`config.mk`:
```
export PLATFORM = sky130hd
export DESIGN_NAME = key_debounce_array
export DESIGN_NICKNAME = d
export VERILOG_FILES = /design/src/rtl/key_pkg.sv /design/src/rtl/key_debounce_channel.sv /design/src/rtl/key_debounce_array.sv
export SDC_FILE = /design/constraint.sdc
export NUM_CORES = 1
export LEC_CHECK = 0
export CORE_ASPECT_RATIO = 1.1
export CORE_UTILIZATION = 59
export DETAILED_ROUTE_END_ITERATION = 10
export PLACE_DENSITY = 0.79
export SETUP_SLACK_MARGIN = 0.2
export SYNTH_ARGS = -nofsm -noshare
export SYNTH_HDL_FRONTEND = slang
export SYNTH_SLANG_ARGS = --single-unit
```
`constraint.sdc`:
```
create_clock -name clk_1ms -period 2.51 [get_ports clk_1ms]
set_clock_uncertainty 0.05 [all_clocks]
set_input_delay 0.502 -clock clk_1ms [delete_from_list [all_inputs] [get_ports clk_1ms]]
set_output_delay 0.502 -clock clk_1ms [all_outputs]
set_load 0.02 [all_outputs]
```
`src/rtl/key_pkg.sv`:
```
// ============================================================================
// key_pkg : shared types and defaults for the key debounce array
// Rev 1.0 : initial release
// ============================================================================
`default_nettype none

package key_pkg;

  typedef enum logic [1:0] {
    IDLE   = 2'd0,
    HOLD   = 2'd1,
    REPEAT = 2'd2
  } key_state_e;

  localparam int KEY_SHIFT_LEN     = 8;
  localparam int KEY_HOLD_CYCLES   = 500;
  localparam int KEY_REPEAT_CYCLES = 100;

  // Counter only ever holds values up to max(hold, repeat) - 1.
  function automatic int key_cnt_width(input int hold_cycles, input int repeat_cycles);
    int m;
    m = (hold_cycles > repeat_cycles) ? hold_cycles : repeat_cycles;
    return (m < 2) ? 1 : $clog2(m);
  endfunction

endpackage

`default_nettype wire

```
`src/rtl/key_debounce_channel.sv`:
```
// ============================================================================
// key_debounce_channel : synchroniser, N-sample filter, edge pulses, auto-repeat
// Rev 1.0 : initial release
// ============================================================================
`default_nettype none

module key_debounce_channel
  import key_pkg::*;
#(
  parameter int SYNC_STAGES   = 2,
  parameter int SHIFT_LEN     = KEY_SHIFT_LEN,
  parameter int REPEAT_EN     = 1,
  parameter int HOLD_CYCLES   = KEY_HOLD_CYCLES,
  parameter int REPEAT_CYCLES = KEY_REPEAT_CYCLES
) (
  input  logic clk_1ms,
  input  logic rst_n,
  input  logic push,
  output logic level_out,
  output logic press_pulse,
  output logic release_pulse,
  output logic repeat_pulse,
  output logic press_next
);

  logic [SYNC_STAGES-1:0] sync_q, sync_d;
  logic [SHIFT_LEN-1:0]   sh_q, sh_d;
  logic                   level_q, level_d;
  logic                   press_q, press_d;
  logic                   release_q, release_d;
  logic                   rise, fall;

  always_comb begin
    sync_d = {sync_q[SYNC_STAGES-2:0], push};
    sh_d   = {sh_q[SHIFT_LEN-2:0], sync_q[SYNC_STAGES-1]};
    // Level only moves on unanimous history; mixed history holds it.
    if (&sh_d) begin
      level_d = 1'b1;
    end else if (~|sh_d) begin
      level_d = 1'b0;
    end else begin
      level_d = level_q;
    end
    rise      = level_d & ~level_q;
    fall      = ~level_d & level_q;
    press_d   = rise;
    release_d = fall;
  end

  always_ff @(posedge clk_1ms) begin
    if (!rst_n) begin
      sync_q    <= '0;
      sh_q      <= '0;
      level_q   <= 1'b0;
      press_q   <= 1'b0;
      release_q <= 1'b0;
    end else begin
      sync_q    <= sync_d;
      sh_q      <= sh_d;
      level_q   <= level_d;
      press_q   <= press_d;
      release_q <= release_d;
    end
  end

  assign level_out     = level_q;
  assign press_pulse   = press_q;
  assign release_pulse = release_q;
  assign press_next    = press_d;

  generate
    if (REPEAT_EN != 0) begin : g_repeat
      localparam int CW = key_cnt_width(HOLD_CYCLES, REPEAT_CYCLES);
      localparam logic [CW-1:0] HOLD_LAST   = CW'(HOLD_CYCLES - 1);
      localparam logic [CW-1:0] REPEAT_LAST = CW'(REPEAT_CYCLES - 1);

      key_state_e      state_q, state_d;
      logic [CW-1:0]   cnt_q, cnt_d;
      logic            rep_q, rep_d;

      always_comb begin
        state_d = state_q;
        cnt_d   = cnt_q;
        rep_d   = 1'b0;
        case (state_q)
          IDLE: begin
            cnt_d = '0;
            if (rise) state_d = HOLD;
          end
          HOLD: begin
            if (cnt_q == HOLD_LAST) begin
              state_d = REPEAT;
              cnt_d   = '0;
              rep_d   = 1'b1;
            end else begin
              cnt_d = cnt_q + CW'(1);
            end
          end
          REPEAT: begin
            if (cnt_q == REPEAT_LAST) begin
              cnt_d = '0;
              rep_d = 1'b1;
            end else begin
              cnt_d = cnt_q + CW'(1);
            end
          end
          default: begin
            state_d = IDLE;
            cnt_d   = '0;
          end
        endcase
        // Release wins over a repeat landing on the same edge.
        if (fall) begin
          state_d = IDLE;
          cnt_d   = '0;
          rep_d   = 1'b0;
        end
      end

      always_ff @(posedge clk_1ms) begin
        if (!rst_n) begin
          state_q <= IDLE;
          cnt_q   <= '0;
          rep_q   <= 1'b0;
        end else begin
          state_q <= state_d;
          cnt_q   <= cnt_d;
          rep_q   <= rep_d;
        end
      end

      assign repeat_pulse = rep_q;
    end else begin : g_no_repeat
      assign repeat_pulse = 1'b0;
    end
  endgenerate

endmodule

`default_nettype wire

```
`src/rtl/key_debounce_array.sv`:
```
// ============================================================================
// key_debounce_array : multi-channel push-button conditioner
// Rev 1.0 : initial release
// ============================================================================
`default_nettype none

module key_debounce_array
  import key_pkg::*;
#(
  parameter int CHANNELS      = 4,
  parameter int SYNC_STAGES   = 2,
  parameter int SHIFT_LEN     = KEY_SHIFT_LEN,
  parameter int REPEAT_EN     = 1,
  parameter int HOLD_CYCLES   = KEY_HOLD_CYCLES,
  parameter int REPEAT_CYCLES = KEY_REPEAT_CYCLES
) (
  input  logic                clk_1ms,
  input  logic                rst_n,
  input  logic [CHANNELS-1:0] push,
  output logic [CHANNELS-1:0] level_out,
  output logic [CHANNELS-1:0] press_pulse,
  output logic [CHANNELS-1:0] release_pulse,
  output logic [CHANNELS-1:0] repeat_pulse,
  output logic                any_press
);

  logic [CHANNELS-1:0] press_next;
  logic                any_press_q, any_press_d;

  generate
    for (genvar i = 0; i < CHANNELS; i++) begin : g_ch
      key_debounce_channel #(
        .SYNC_STAGES  (SYNC_STAGES),
        .SHIFT_LEN    (SHIFT_LEN),
        .REPEAT_EN    (REPEAT_EN),
        .HOLD_CYCLES  (HOLD_CYCLES),
        .REPEAT_CYCLES(REPEAT_CYCLES)
      ) u_ch (
        .clk_1ms      (clk_1ms),
        .rst_n        (rst_n),
        .push         (push[i]),
        .level_out    (level_out[i]),
        .press_pulse  (press_pulse[i]),
        .release_pulse(release_pulse[i]),
        .repeat_pulse (repeat_pulse[i]),
        .press_next   (press_next[i])
      );
    end
  endgenerate

  // Registered from the pulses' next-state so it lines up with press_pulse.
  always_comb begin
    any_press_d = |press_next;
  end

  always_ff @(posedge clk_1ms) begin
    if (!rst_n) begin
      any_press_q <= 1'b0;
    end else begin
      any_press_q <= any_press_d;
    end
  end

  assign any_press = any_press_q;

endmodule

`default_nettype wire

```
==> run_results.csv, run 1 <==
group,metric,value,unit
status,status,"finished clean",
sta,hold_violations,0,
cells_and_area,final_nets,462,
synth,yosysUniqueCellTypes,42,
cells_and_area,antenna_cells,0,
floorplan,initial_core_util,60.8,%
route,first_pass_iters,4,
sta,setup_tns,0,ns
critical_path,cp.arrival,1.51,ns
clock_tree,clockBufferDepth,2,
global_route,grt_start_max_net_pins,26,
global_route,antenna_found_initial,0,
critical_path,critical_path_buf_inv_count,1,
power_and_ir_drop,p_leak,1.55,nW
clock_tree,ctsResizeCount,0,
synth,ys_async_sr_fraction,0,%
sta,timing.hold.ws,0.386,ns
cells_and_area,nFillCells,540,
clock_tree,htreeDepth,3,
synth,ys.warnings.count,0,
clock_tree,clockRootBuffer,"clkbuf_8",
floorplan,rows,31,
synth,ys_seq_elements,97,
floorplan,core,6590,um2
placed_design,finalWeightedCongestion,0.792,
route,drc_errors,0,
global_route,grt_pass1_vias,2637,
cells_and_area,mostFrequentLayoutCells,"97 x dfxtp_1, 57 x nor2_1, 36 x and2_1, 28 x nand2_1, 22 x clkdlybuf4s50_1",
power_and_ir_drop,finalPower,0.00257,W
floorplan,io_pins,23,
critical_path,slowest_stage,"clkdlybuf4s50_1",
cells_and_area,stdcell_area,4390,um2
synth,netlist_area,4010,um2
sta,worstMarginPinSlew,0.631,ns
synth,syn_nets,450,
critical_path,cp-end-kind,"output port",
critical_path,critPathTopFamily,"buffers and inverters",
placed_design,dpl_worst_slack,0.457,ns
critical_path,slowest_delay,0.66,ns
clock_tree,postCtsHoldBufs,0,
critical_path,worstSetupPathType,"reg2out",
clock_tree,clk_latency,0.36,ns
clock_tree,clkSlewWorstSetupHoldPaths,0.08,ns
global_route,grtUsageTotal,20.5,%
critical_path,cp-start-kind,"flop",
synth,synth_edf_count,0,
sta,fmax,485,MHz
sta,period_needed,2.06,ns
clock_tree,post-cts-setup-buffers,0,
sta,slew_headroom,57.5,%
floorplan,die_y,88.5,um
critical_path,crit_required,1.96,ns
floorplan,dieArea,7130,um2
sta,fin_ws,0.446,ns
critical_path,crit_chain,"clkdlybuf4s50_1",
synth,syn_inst,428,
placed_design,placed_cell_area,4200,um2
sta,setup_viol,0,
synth,ys_seq_area_share,48.4,%
route,routed_wl,6630,um
synth,syn_avg_cell_area,9.37,um2
clock_tree,cts_tree,"done",
route,vias,2914,
critical_path,path_max_fanout,8,
sta,rsz0062_at_grt,"false",
cells_and_area,syn_to_final_growth,9.52,%
route,via_per_inst,5.53,
synth,synthFlopType,"dfxtp_1",
run,maxCapViolCount,0,
clock_tree,clock-sinks,97,
floorplan,chipWidth,80.6,um
cells_and_area,layout-drive-gt1-share,5.17,%
power_and_ir_drop,power_density,585,nW/um2
sta,fin_crit_sh,82.2,%
placed_design,hpwl,4680,um
route,ant_nets,0,
route,drt_iter0_markers,137,
cells_and_area,final_common_cell,"dfxtp_1",
placed_design,port_buffers,22,
clock_tree,cts_buffers,9,
global_route,grt_overflow_total,0,
route,wl_per_cell,12.6,um
power_and_ir_drop,vdd_drop_max,0.000481,V
global_route,grt_pass1_wl,11200,um
min_path,worstHoldPathType,"reg2reg",
sta,drv_slew,0,
==> sequential cells by signal, summed over array words and instances, names as in the netlist <==
| name | count |
|---|---|
| any_press | 1 |
| g_ch.u_ch.press_pulse | 4 |
| g_ch.u_ch.sync_q | 8 |
| g_ch.u_ch.g_repeat.state_q | 8 |
| g_ch.u_ch.sh_q | 28 |
| g_ch.u_ch.repeat_pulse | 4 |
| g_ch.u_ch.g_repeat.cnt_q | 36 |
| g_ch.u_ch.release_pulse | 4 |
| g_ch.u_ch.level_out | 4 |
==> cell type report <==
class	count	area [um2]	share of cell area [%]
inverters	20	75.1	1.71
multi-input cells	287	1840	41.9
flip-flops and latches	97	1940	44.2
repair buffers	25	243	5.53
well taps	82	103	2.34
clock buffers	11	131	2.99
clock inverters	5	56.3	1.28
==> stage by stage <==
stage          instances  utilization (%)
2_1_floorplan        428                -
5_1_grt              527             66.6
3_3_place_gp         511             63.7
3_5_place_dp         511             63.7
4_1_cts              527             66.6
6_report             527             66.6
==> per-layer routing <==
layer	vias up	GRT usage [%]	share of wire [%]
met5	-	0	0
met4	0	9.42	2.2
met3	14	5.15	3.2
met2	45	34.9	48
met1	1374	24.2	47
li1	1481	-	-
==> synthesized netlist by cell type, types with 3 or more instances <==
master	instances	area (um2)
dfxtp_1	97	1940
nor2_1	57	214
and2_1	36	225
nand2_1	28	105
inv_1	20	75.1
nand3_1	20	100
xnor2_1	19	166
buf_4	16	120
ha_1	16	200
nor3_1	14	70.1
nor4_1	12	75.1
nand4_1	11	68.8
xor2_1	9	78.8
a31oi_1	7	43.8
clkbuf_1	7	26.3
a21oi_1	6	30.0
or3_1	6	37.5
and3_1	5	31.3
o31a_1	5	43.8
mux2i_1	3	30.0
nor3b_1	3	22.5
o31ai_1	3	22.5
==> kinds of logic after synthesis <==
logic type	share of synthesized area (%)
AND/OR/NAND/NOR	25.9
flip-flops	48.4
buffers and inverters	5.65
AO/OA/AOI/OAI	8.11
XOR/XNOR	6.12
adder cells (fa/ha/maj)	4.99
multiplexers	0.749
==> report_power, final <==
part	internal (W)	total, W	switching [W]
Sequential	0.00155	0.00155	0.00000582
Clock	0.000460	0.000972	0.000512
Combinational	0.0000193	0.0000438	0.0000245
Total	0.00203	0.00257	0.000542
==> path summary, 6_finish.rpt <==
check | from | end | slack, ns | cells after the start
max | g_ch[1].u_ch.level_out$_SDFF_PN0_ | level_out[1] | 0.45 | 1
min | g_ch[1].u_ch.sync_q[0]$_SDFF_PN0_ | g_ch[1].u_ch.sync_q[1]$_SDFF_PN0_ | 0.39 | 1
max reg2reg | g_ch[2].u_ch.g_repeat.cnt_q[0]$_SDFF_PP0_ | g_ch[2].u_ch.g_repeat.cnt_q[4]$_SDFF_PP0_ | 0.57 | 5
min reg2reg | g_ch[1].u_ch.sync_q[0]$_SDFF_PN0_ | g_ch[1].u_ch.sync_q[1]$_SDFF_PN0_ | 0.39 | 1
==> worst reg2reg max path, delay by kind of cell, from the launching register on <==
kind                       cells  cell delay, ns
AOI/OAI and AO/OA              2            0.67
and+or+nand+nor                2            0.51
adders and majority gates      1            0.21
DFF                            1            0.39
Power figures use the tool's default switching activity.
==> inputs of run 2 (changes only) <==
==> constraint.sdc (replaced) <==
create_clock -name clk_1ms -period 1.9 [get_ports clk_1ms]
set_clock_uncertainty 0.05 [all_clocks]
set_input_delay 0.38 -clock clk_1ms [delete_from_list [all_inputs] [get_ports clk_1ms]]
set_output_delay 0.38 -clock clk_1ms [all_outputs]
set_load 0.02 [all_outputs]
==> run 2 against run 1 <==
Compared with the run above: combinational power increased by 49%; register-to-register slack got worse by 0.42 ns; wire length increased by 19%; setup slack got worse by 0.29 ns; largest power group unchanged; critical path depth increased by 4; highest routed layer unchanged.
==> run_results.csv, run 2 (synthesized netlist as in run 1, its figures left out) <==
group,metric,value,unit
run,maxCapViolCount,0,
cells_and_area,multi_input_area,2060,um2
clock_tree,cts_buffers,9,
sta,slew_headroom,61.9,%
cells_and_area,final_nets,484,
critical_path,slowest_delay,0.39,ns
clock_tree,clockBufferDepth,2,
cells_and_area,antenna_cells,0,
clock_tree,clk_latency,0.34,ns
clock_tree,postCtsHoldBufs,0,
critical_path,slowest_stage,"or3b_4",
global_route,grtUsageTotal,21.5,%
critical_path,cp-end-kind,"flop",
route,ant_nets,0,
floorplan,initial_core_util,60.8,%
floorplan,chipWidth,80.6,um
cells_and_area,layout-drive-gt1-share,14.8,%
cells_and_area,largest_reg_flops,36,
sta,setup_viol,0,
route,vias,3109,
placed_design,hpwl,4780,um
min_path,hold_depth,1,
power_and_ir_drop,vdd_drop_max,0.000424,V
route,drt_iter0_markers,107,
sta,setup_tns,0,ns
sta,fmax,573,MHz
critical_path,crit_required,2.08,ns
floorplan,core,6590,um2
sta,rsz0062_at_grt,"true",
placed_design,port_buffers,22,
critical_path,critical_path_buf_inv_count,0,
global_route,grt_overflow_total,0,
cells_and_area,utilization,72.1,%
critical_path,crit_chain,"ha_4, or3b_4, o31a_1, o2111ai_4, nor2_1",
global_route,grt_start_max_net_pins,37,
placed_design,finalWeightedCongestion,0.794,
power_and_ir_drop,power_density,733,nW/um2
floorplan,rows,31,
route,drc_errors,0,
sta,period_needed,1.75,ns
global_route,antenna_found_initial,0,
clock_tree,clockRootBuffer,"clkbuf_8",
cells_and_area,stdcell_area,4760,um2
cells_and_area,nFillCells,487,
cells_and_area,finalNonFillerCells,549,
floorplan,dieArea,7130,um2
route,routed_wl,7920,um
cells_and_area,mostFrequentLayoutCells,"91 x dfxtp_1, 55 x nor2_1, 36 x and2_1, 28 x nand2_1, 21 x buf_4",
cells_and_area,final_common_cell,"dfxtp_1",
route,wl_per_cell,14.4,um
global_route,grt_pass1_vias,2722,
cells_and_area,seqCellArea,1950,um2
sta,timing.hold.ws,0.387,ns
sta,drv_slew,0,
critical_path,worstSetupPathType,"reg2reg",
clock_tree,cts_tree,"done",
floorplan,io_pins,23,
clock_tree,clock-sinks,97,
cells_and_area,largest_registers,"g_ch.u_ch.g_repeat.cnt_q: 36 flops, g_ch.u_ch.sh_q: 28 flops",
critical_path,cp.arrival,1.93,ns
floorplan,die_y,88.5,um
min_path,worstHoldPathType,"reg2reg",
critical_path,path_depth,5,
sta,fin_crit_sh,91.9,%
critical_path,r2r_cells,5,
route,first_pass_iters,4,
critical_path,critPathTopFamily,"compound AO/OA/AOI/OAI gates",
route,via_per_inst,5.66,
cells_and_area,syn_to_final_growth,18.6,%
power_and_ir_drop,p_leak,1.79,nW
sta,worstMarginPinSlew,0.567,ns
critical_path,cp-start-kind,"flop",
placed_design,dp.cells,516,
cells_and_area,regMostFlops,"g_ch.u_ch.g_repeat.cnt_q",
placed_design,placed_cell_area,4250,um2
clock_tree,htreeDepth,3,
critical_path,path_max_fanout,5,
status,status,"finished clean",
clock_tree,clkSlewWorstSetupHoldPaths,0.09,ns
sta,hold_violations,0,
global_route,grt_pass1_wl,12000,um
-- run 2: path summary, 6_finish.rpt --
check / startpoint / endpoint / slack [ns]
worst max-delay path: g_ch[2].u_ch.g_repeat.cnt_q[1]$_SDFF_PP0_ / g_ch[2].u_ch.g_repeat.cnt_q[2]$_SDFF_PP0_ / 0.15
worst min-delay path: g_ch[0].u_ch.g_repeat.cnt_q[0]$_SDFF_PP0_ / g_ch[0].u_ch.g_repeat.cnt_q[0]$_SDFF_PP0_ / 0.39
worst max register to register: g_ch[2].u_ch.g_repeat.cnt_q[1]$_SDFF_PP0_ / g_ch[2].u_ch.g_repeat.cnt_q[2]$_SDFF_PP0_ / 0.15
worst min register to register: g_ch[0].u_ch.g_repeat.cnt_q[0]$_SDFF_PP0_ / g_ch[0].u_ch.g_repeat.cnt_q[0]$_SDFF_PP0_ / 0.39
-- run 2: worst register-to-register path, delay by kind of cell, from the launching register on --
family | cells | cell delay, ns
AOI/OAI and AO/OA | 2 | 0.62
and+or+nand+nor | 2 | 0.48
DFF | 1 | 0.36
adders and majority gates | 1 | 0.13
-- run 2: per-layer routing --
metal / share of wire (%) / global-route usage, %
met1: 45 / 27.4
met2: 50 / 35.4
met3: 3.8 / 5.15
met4: 1.3 / 7.63
met5: 0 / 0
-- run 2: final cells by class --
cell class	count	area share, %
Sequential cell	97	41.0
Timing Repair Buffer	43	7.66
Tap cell	82	2.16
Multi-Input combinational cell	291	43.3
Clock buffer	14	3.63
Inverter	20	1.58
Clock inverter	2	0.737
-- run 2: repair_timing --
action | 4_1_cts | 5_1_grt
pin swaps | 17 | 20
gates resized for setup | 25 | 21
cloned | 3 | 1
setup buffers | 6 | 7
endpoints found under the setup margin | 37 | 39
-- run 2: metrics by stage --
step / total power (W) / setup WS (ns)
floorplan: 0.00214 / 0.197
global placement: 0.00216 / 0.0897
detailed placement: 0.00216 / 0.0533
CTS: 0.00352 / 0.115
global route: 0.00361 / 0.0996
finish: 0.00349 / 0.153
-- run 2: power by group --
| part | switching [W] | total (W) | internal (W) |
|---|---|---|---|
| registers | 0.00000769 | 0.00205 | 0.00204 |
| logic | 0.0000373 | 0.0000653 | 0.0000280 |
| clock network | 0.000651 | 0.00137 | 0.000717 |
